===== config.mk =====
export PLATFORM = sky130hd
export DESIGN_NAME = joy_socd_n
export DESIGN_NICKNAME = d
export VERILOG_FILES = /design/src/rtl/joy_socd_n.sv
export SDC_FILE = /design/constraint.sdc
export NUM_CORES = 1
export LEC_CHECK = 0
export CAP_MARGIN = 0
export CORE_ASPECT_RATIO = 2
export CORE_MARGIN = 1.5
export CORE_UTILIZATION = 56
export DETAILED_ROUTE_END_ITERATION = 10
export PLACE_DENSITY = 0.74
export SLEW_MARGIN = 20
export SYNTH_ARGS = -nofsm -noshare
export SYNTH_HDL_FRONTEND = slang
export SYNTH_SLANG_ARGS = --single-unit

===== constraint.sdc =====
create_clock -name clk_sys -period 2.2 [get_ports clk_sys]
set_clock_uncertainty 0.1 [all_clocks]
set_input_delay 0.22 -clock clk_sys [delete_from_list [all_inputs] [get_ports clk_sys]]
set_output_delay 0.22 -clock clk_sys [all_outputs]
set_load 0.03 [all_outputs]

===== src/rtl/joy_socd_n.sv =====
// Joystick SOCD cleaner: synchronizes and debounces raw directions, resolves
// opposing directions per axis according to socd_mode, and optionally limits to 4-way.
module joy_socd_n #(
    parameter int PLAYERS    = 2,
    parameter int DEB_CYCLES = 0
) (
    input  logic                   clk_sys,
    input  logic                   I_RESETn,
    input  logic [4*PLAYERS-1:0]   indir,
    input  logic [1:0]             socd_mode,
    input  logic                   fourway,
    output logic [4*PLAYERS-1:0]   outdir,
    output logic [PLAYERS-1:0]     changed
);
    localparam int NB = 4 * PLAYERS;
    localparam logic [15:0] DEB_LAST = 16'(DEB_CYCLES > 0 ? DEB_CYCLES - 1 : 0);

    logic [NB-1:0] s1_q, s2_q, deb_q, deb_d, deb_prev_q;

    always_ff @(posedge clk_sys) begin
        if (!I_RESETn) begin
            s1_q       <= '0;
            s2_q       <= '0;
            deb_q      <= '0;
            deb_prev_q <= '0;
        end else begin
            s1_q       <= indir;
            s2_q       <= s1_q;
            deb_q      <= deb_d;
            deb_prev_q <= deb_q;
        end
    end

    generate
        if (DEB_CYCLES == 0) begin : g_nodeb
            always_comb deb_d = s2_q;
        end else begin : g_deb
            logic [NB-1:0]       s2_prev_q;
            logic [NB-1:0][15:0] cnt_q, cnt_d;

            // A bit must sit stable and different from deb for DEB_CYCLES cycles to be accepted.
            always_comb begin
                deb_d = deb_q;
                cnt_d = cnt_q;
                for (int i = 0; i < NB; i++) begin
                    if (s2_q[i] == deb_q[i] || s2_q[i] != s2_prev_q[i]) begin
                        cnt_d[i] = '0;
                    end else if (cnt_q[i] == DEB_LAST) begin
                        deb_d[i] = s2_q[i];
                        cnt_d[i] = '0;
                    end else begin
                        cnt_d[i] = cnt_q[i] + 16'd1;
                    end
                end
            end

            always_ff @(posedge clk_sys) begin
                if (!I_RESETn) begin
                    s2_prev_q <= '0;
                    cnt_q     <= '0;
                end else begin
                    s2_prev_q <= s2_q;
                    cnt_q     <= cnt_d;
                end
            end
        end
    endgenerate

    // Pair layout per axis: bit0 = R/D, bit1 = L/U; records use the same encoding.
    function automatic logic [1:0] next_rec(input logic [1:0] rec, input logic [1:0] cur,
                                            input logic [1:0] prev, input logic [1:0] mode);
        logic [1:0] rise, pick;
        rise     = cur & ~prev;
        pick     = (rise == 2'b11) ? 2'b10 : rise;
        next_rec = rec;
        if (cur == 2'b00)
            next_rec = 2'b00;
        else if (mode == 2'd2) begin
            if (prev == 2'b00) next_rec = pick;
        end else if (rise != 2'b00)
            next_rec = pick;
    endfunction

    function automatic logic [1:0] resolve(input logic [1:0] cur, input logic [1:0] rec,
                                           input logic [1:0] mode);
        if (cur != 2'b11)
            resolve = cur;
        else begin
            case (mode)
                2'd1:    resolve = 2'b00;
                2'd3:    resolve = 2'b11;
                default: resolve = rec;
            endcase
        end
    endfunction

    logic [PLAYERS-1:0][1:0][1:0] rec_q, rec_d, res_c;
    logic [PLAYERS-1:0][1:0]      nz_q, nz_d;
    logic [PLAYERS-1:0]           vaxis_q, vaxis_d;
    logic [NB-1:0]                outdir_q, outdir_d;
    logic [PLAYERS-1:0]           changed_q, changed_d;

    always_comb begin
        rec_d     = rec_q;
        nz_d      = nz_q;
        vaxis_d   = vaxis_q;
        res_c     = '0;
        outdir_d  = '0;
        changed_d = '0;
        for (int p = 0; p < PLAYERS; p++) begin
            for (int a = 0; a < 2; a++) begin
                rec_d[p][a] = next_rec(rec_q[p][a], deb_q[4*p+2*a +: 2],
                                       deb_prev_q[4*p+2*a +: 2], socd_mode);
                res_c[p][a] = resolve(deb_q[4*p+2*a +: 2], rec_d[p][a], socd_mode);
                nz_d[p][a]  = |res_c[p][a];
            end
            // Tracker follows the axis that most recently became active; vertical wins ties.
            if (nz_d[p][1] && !nz_q[p][1])
                vaxis_d[p] = 1'b1;
            else if (nz_d[p][0] && !nz_q[p][0])
                vaxis_d[p] = 1'b0;
            outdir_d[4*p +: 4] = {res_c[p][1], res_c[p][0]};
            if (fourway && nz_d[p][0] && nz_d[p][1])
                outdir_d[4*p +: 4] = vaxis_d[p] ? {res_c[p][1], 2'b00} : {2'b00, res_c[p][0]};
            changed_d[p] = outdir_d[4*p +: 4] != outdir_q[4*p +: 4];
        end
    end

    always_ff @(posedge clk_sys) begin
        if (!I_RESETn) begin
            rec_q     <= '0;
            nz_q      <= '0;
            vaxis_q   <= '0;
            outdir_q  <= '0;
            changed_q <= '0;
        end else begin
            rec_q     <= rec_d;
            nz_q      <= nz_d;
            vaxis_q   <= vaxis_d;
            outdir_q  <= outdir_d;
            changed_q <= changed_d;
        end
    end

    assign outdir  = outdir_q;
    assign changed = changed_q;
endmodule


## Word level (Yosys, flattened, before mapping)

Index checks and enable logic that the tools add are counted.
Widths: inputs -> output; s select.

| storage, ports and cells | value |
|---|---|
| register bits after elaboration | 56 |
| input port bits | 13 |
| output and inout bits | 10 |
| logic and storage cells | 98 |

| operators by class | value |
|---|---|
| equal/unequal tests | 13 |
| mux-type cells | 36 |
| bitwise gates (word level) | 8 |
| reduce and logical (&&, ||, !) cells | 28 |

Operator list:

| cell | count |
|---|---|
| $mux 2 | 24 |
| $logic_not 2->1 | 8 |
| $mux 4 | 4 |
| $pmux 2 s2 | 4 |
| $eq 2x2->1 const B | 6 |
| $and 2x2->2 | 4 |
| $logic_and 1x1->1 | 8 |
| $ne 2x2->1 const B | 4 |
| $ne 4x4->1 | 2 |
| $not 2->2 | 4 |
| $reduce_bool 2->1 | 4 |
| $reduce_or 2->1 | 4 |
| $logic_not 1->1 | 4 |
| $mux 1 | 4 |
| $eq 2x1->1 const B | 1 |

## Depth between registers and ports, before layout

| logic depth | value |
|---|---|
| word-level depth | 16 |
| gate-level depth with buffers | 8 |
| mapped depth without buffers | 7 |

## Least setup slack after synthesis

Ideal clock, no wire load.

| timing path | value |
|---|---|
| path type | reg2reg |
| start point | reg deb_q[0] |
| end point | reg changed_q[0], in the netlist changed[0] |
| library setup time | 73 ps |
| data arrival time | 1814 ps |
| data required time | 2027 ps |
| slack | 213 ps |
| cell stages (with the launch flop) | 9 |
| path buffers | 1 |
| clock period less this slack | 1987 ps |
| cell sequence | dfxtp_1 -> buf_4 -> inv_1 -> o311ai_2 -> o211ai_1 -> o22ai_1 -> nor2_1 -> a2111o_1 -> o211ai_2 |

| between the ends | value |
|---|---|
| cells in the longest elaborated chain, start to end | 15 |
| elaborated cells on any way between the ends | 21 |
| those cells by class | eq/ne: 3; mux: 11; bitwise: 1; reduce/logical: 6 |

Ends and longest elaborated chain:

| what | RTL line | RTL |
|---|---|---|
| start, declared | 18 | `logic [NB-1:0] s1_q, s2_q, deb_q, deb_d, deb_prev_q;` |
| start signal, assigned | 24 | `deb_q <= '0;` |
| start signal, assigned | 29 | `deb_q <= deb_d;` |
| $and 2x2->2 | 73 | `rise = cur & ~prev;` |
| $eq 2x2->1 | 74 | `pick = (rise == 2'b11) ? 2'b10 : rise;` |
| $mux 2 | 74 |  |
| $mux 2 (on tied branches) | 80, 79 |  |
| $mux 2 | 78 | `else if (mode == 2'd2) begin` |
| $mux 2 | 76 | `if (cur == 2'b00)` |
| $pmux 2 s2 | 89 | `case (mode)` |
| $mux 2 * | 86 | `if (cur != 2'b11)` |
| $reduce_or 2->1 | 115 | `nz_d[p][a] = \|res_c[p][a];` |
| $logic_and 1x1->1 | 120 | `else if (nz_d[p][0] && !nz_q[p][0])` |
| $mux 1 | 120 |  |
| $mux 1 | 118 | `if (nz_d[p][1] && !nz_q[p][1])` |
| $mux 4 | 124 | `outdir_d[4*p +: 4] = vaxis_d[p] ? {res_c[p][1], 2'b00} : {2'b00, res_c[p][0]};` |
| $mux 4 * | 123 | `if (fourway && nz_d[p][0] && nz_d[p][1])` |
| $ne 4x4->1 * | 125 | `changed_d[p] = outdir_d[4*p +: 4] != outdir_q[4*p +: 4];` |
| end signal, assigned | 141 | `changed_q <= changed_d;` |
| end, declared | 101 | `logic [PLAYERS-1:0] changed_q, changed_d;` |

Every way passes the cells marked *; elsewhere a longest branch is shown, timed or not.
A chain may end at the register's enable or synchronous reset.

## Final worst setup path

| timing path | value |
|---|---|
| start point | reg deb_q[7] |
| end point | reg changed_q[1], in the netlist changed[1] |

| between the ends | value |
|---|---|
| cells in the longest elaborated chain, start to end | 14 |
| elaborated cells on any way between the ends | 19 |
| those cells by class | eq/ne: 3; mux: 10; bitwise: 1; reduce/logical: 5 |

Ends and longest elaborated chain:

| what | RTL line |
|---|---|
| $and 2x2->2 | 73 |
| $eq 2x2->1 | 74 |
| $mux 2 | 74 |
| $mux 2 (on tied branches) | 80, 79 |
| $mux 2 | 78 |
| $mux 2 | 76 |
| $pmux 2 s2 | 89 |
| $mux 2 * | 86 |
| $reduce_or 2->1 | 115 |
| $logic_and 1x1->1 | 118 |
| $mux 1 | 118 |
| $mux 4 | 124 |
| $mux 4 * | 123 |
| $ne 4x4->1 * | 125 |

Marked as above.

==> metrics.md <==
| Metric | Value |
|---|---|
| Result of the run | `completed` |
| Net count of the finished layout | `352` |
| Area contributors post-synth | `dfxtp_1, and2_1, nor2_1` |
| Net switching power | `0.0004518 W` |
| Share of synthesized area occupied by flip-flops and latches | `44.69%` |
| Skew-Pair Late Insertion Delay | `0.31 ns` |
| Fraction of power consumed by the clock network | `36.1%` |
| Ys flop type | `dfxtp_1` |
| Maximum clock path buffer count | `2` |
| Cell type contributing the most total cell area after synthesis | `dfxtp_1` |
| Fraction of synthesis flops using an asynchronous set or reset pin | `0%` |
| Critical path class | `reg2reg` |
| Count of unique library cells instantiated by Yosys | `58` |
| Pin count of the biggest net entering global routing | `33` |
| Vias per Instance | `5.777` |
| Total routed wirelength | `6.055 mm` |
| Iteration-0 DRC count of the detailed router | `81` |
| Avg Cell Area, Syn | `8.928 um2` |
| Die Outline Area | `4914 um2` |
| Final count of negative-setup-slack endpoints | `0` |
| Detailed-route DRC error count | `0` |
| Proportion of total power due to net switching | `22.43%` |
| IO Port Bufs | `22` |
| Maximum clock rate | `0.4723 GHz` |
| Top-count cell post-synth | `dfxtp_1` |
| Data arrival at the endpoint of the critical path | `2.22 ns` |
| Placed Cells | `381` |
| Detailed Routing Iterations Pass 1 | `4` |
| Clock input transition at the sequential cells of the worst setup and hold paths | `0.10 ns` |
| Number of pins with negative max-slew slack in the final report | `0` |
| Most instantiated cells after synthesis | `dfxtp_1, nor2_1, and2_1` |
| Die width | `50.33 um` |
| Floorplan Core Area | `4339 um2` |
| Final Cell Area | `3282 um2` |
| Internal power summed over all cells | `0.001562 W` |
| Worst path setup slack after routing | `0.08271 ns` |
| Inserted Clock Buffers | `5` |
| CTS root buf | `clkbuf_8` |
| Overall overflow remaining after global route | `0` |
| All-layer global routing usage | `27.29%` |
| Count of yosys warnings during synthesis | `0` |
| Largest vdd supply drop | `0.0005525 V` |
| Routed wirelength normalized by instance count | `15.37 um` |
| Type of origin of the critical path | `flop` |
| Vias in the first global route | `2326` |
| Kind of end point of the critical path | `flop` |
| Number of synthesized flops with an enable pin | `0` |
| Synthesized instance count | `281` |
| Row Count | `34` |
| Final weighted congestion of routability-driven global placement | `0.9113` |
| Area of the mapped netlist | `2509 um2` |
| Reported leakage power | `1.300 nW` |
| Power density of the placed cells | `613.6 nW/um2` |
| Non-filler instance count after layout | `394` |
| Final Hold Vio Count | `0` |
| Share of final-layout standard cells stronger than drive strength 1 | `21.47%` |
| Post-detailed-placement cell area | `3019 um2` |
| Maximum Capacitance Violations | `0` |
| Number of register bits inferred by synthesis | `56` |
| Dpl ws | `-0.4559 ns` |
| Vertical die dimension | `97.66 um` |
| Detailed Place HPWL | `4.295 mm` |
| Number of nets produced by synthesis | `294` |
| Layout overhead on the synthesized area | `30.82%` |
| Fraction of synthesized cell area taken by the top area cell type | `44.69%` |
| Sequential cell area | `1124 um2` |
| Final cycle utilization of the critical path | `96.24%` |
| Final worst path period need | `2.117 ns` |
| Initial antenna violation count | `0` |
| CTS tree | `built` |
| Final design utilization | `75.63%` |
| Flop pwr share | `52.9%` |
| Required time of the critical path | `2.30 ns` |
| Worst min-delay path category | `reg2reg` |
| Clock H-tree levels | `2` |
| Slew at the pin with the worst max-slew slack | `0.3805 ns` |
| Antenna Diode Count | `0` |
| Power share of the combinational group | `11.0%` |
| Layout fillers | `330` |
| Remaining antenna violation count after routing | `0` |
| Starting density of the core | `57.81%` |
| Largest fanout of any net on the critical path | `9` |
| Multi-input gate area in the final layout | `1329 um2` |
| Clock Sinks | `56` |
| Min Hold Slack | `0.3341 ns` |
| Via count | `2276` |
| Relative slew slack | `73.98%` |
| First-pass GRT wire length | `10.26 mm` |
| IO Pins | `23` |
| Cts-stage hold buffer count | `0` |
## area by class of cell
type                            count  share of cell area [%]
Clock buffer                        7                   2.936
Clock inverter                      1                  0.9150
Multi-Input combinational cell    199                   40.49
Tap cell                           54                   2.059
Inverter                           12                   1.372
Sequential cell                    56                   34.24
Timing Repair Buffer               65                   17.99
## worst max-delay path, stage by stage, from the launching register on
cell,delay (ns)
dfxtp_1,0.36
buf_4,0.18
and3b_1,0.23
a31oi_2,0.05
o211ai_1,0.12
o211ai_1,0.15
or3b_4,0.42
a211oi_2,0.27
o32ai_1,0.12
## sequential cells by signal (all words and copies together), names as in the netlist
signal,count
vaxis_q,2
deb_prev_q,8
rec_q,8
deb_d,8
deb_q,8
nz_q,4
s1_q,8
outdir,8
changed,2
## power by group through the flow
stage	clock, W	sequential, W	combinational [W]
floorplan	0	0.00109	0.0000999
global placement	0	0.00109	0.000196
detailed placement	0	0.00109	0.000199
CTS	0.000738	0.00106	0.000217
global route	0.000780	0.00107	0.000239
finish	0.000727	0.00107	0.000222
## cell usage in the layout (no fill, tap or decap), types with 12 or more instances in the layout
cell type / netlist / routed
buf_4: 4 / 40
o21ai_0: 12 / 12
and2_1: 27 / 27
dfxtp_1: 56 / 54
clkdlybuf4s50_1: 0 / 20
nand2_1: 18 / 18
inv_1: 12 / 12
a21oi_1: 16 / 16
nor2_1: 29 / 29
## worst paths after layout
path                            slack [ns]          to  depth (start not counted)  startpoint
worst min-delay path                  0.33    deb_q[4]                          1    deb_d[4]
worst min register to register        0.33    deb_q[4]                          1    deb_d[4]
worst max-delay path                  0.08  changed[1]                          8    deb_q[7]
worst max register to register        0.08  changed[1]                          8    deb_q[7]
## metrics by stage
stage,setup TNS [ns],total power (W)
2_1_floorplan,0,0.001193
3_3_place_gp,-1.747,0.001283
3_5_place_dp,-2.073,0.001287
4_1_cts,0,0.002020
5_1_grt,-0.02758,0.002089
6_report,0,0.002014
## cell families after synthesis
| logic type | count (synthesis) | share of synthesized area (%) |
|---|---|---|
| buffers and inverters | 26 | 4.788 |
| AOI/OAI and AO/OA | 72 | 21.05 |
| and+or+nand+nor | 123 | 28.03 |
| xor gates and xnor gates | 3 | 1.048 |
| DFF | 56 | 44.69 |
| muxes | 1 | 0.3990 |
## per-layer routing
layer	global-route usage [%]	part of all wire (%)	wire length, um	vias up
met2	50.91	56	3374	82
met5	0	0	0	-
met3	4.308	3.8	233	28
met1	26.31	35	2142	1059
li1	-	-	-	1107
met4	16.63	5.0	304	0
## repair_timing
item                                    CTS  global route
resized for setup                         7             9
cloned                                    1             0
buffers inserted                          4             0
pin swaps                                 1             2
endpoints found under the setup margin    2             4
Note: power is estimated with default switching activity, not from simulation.
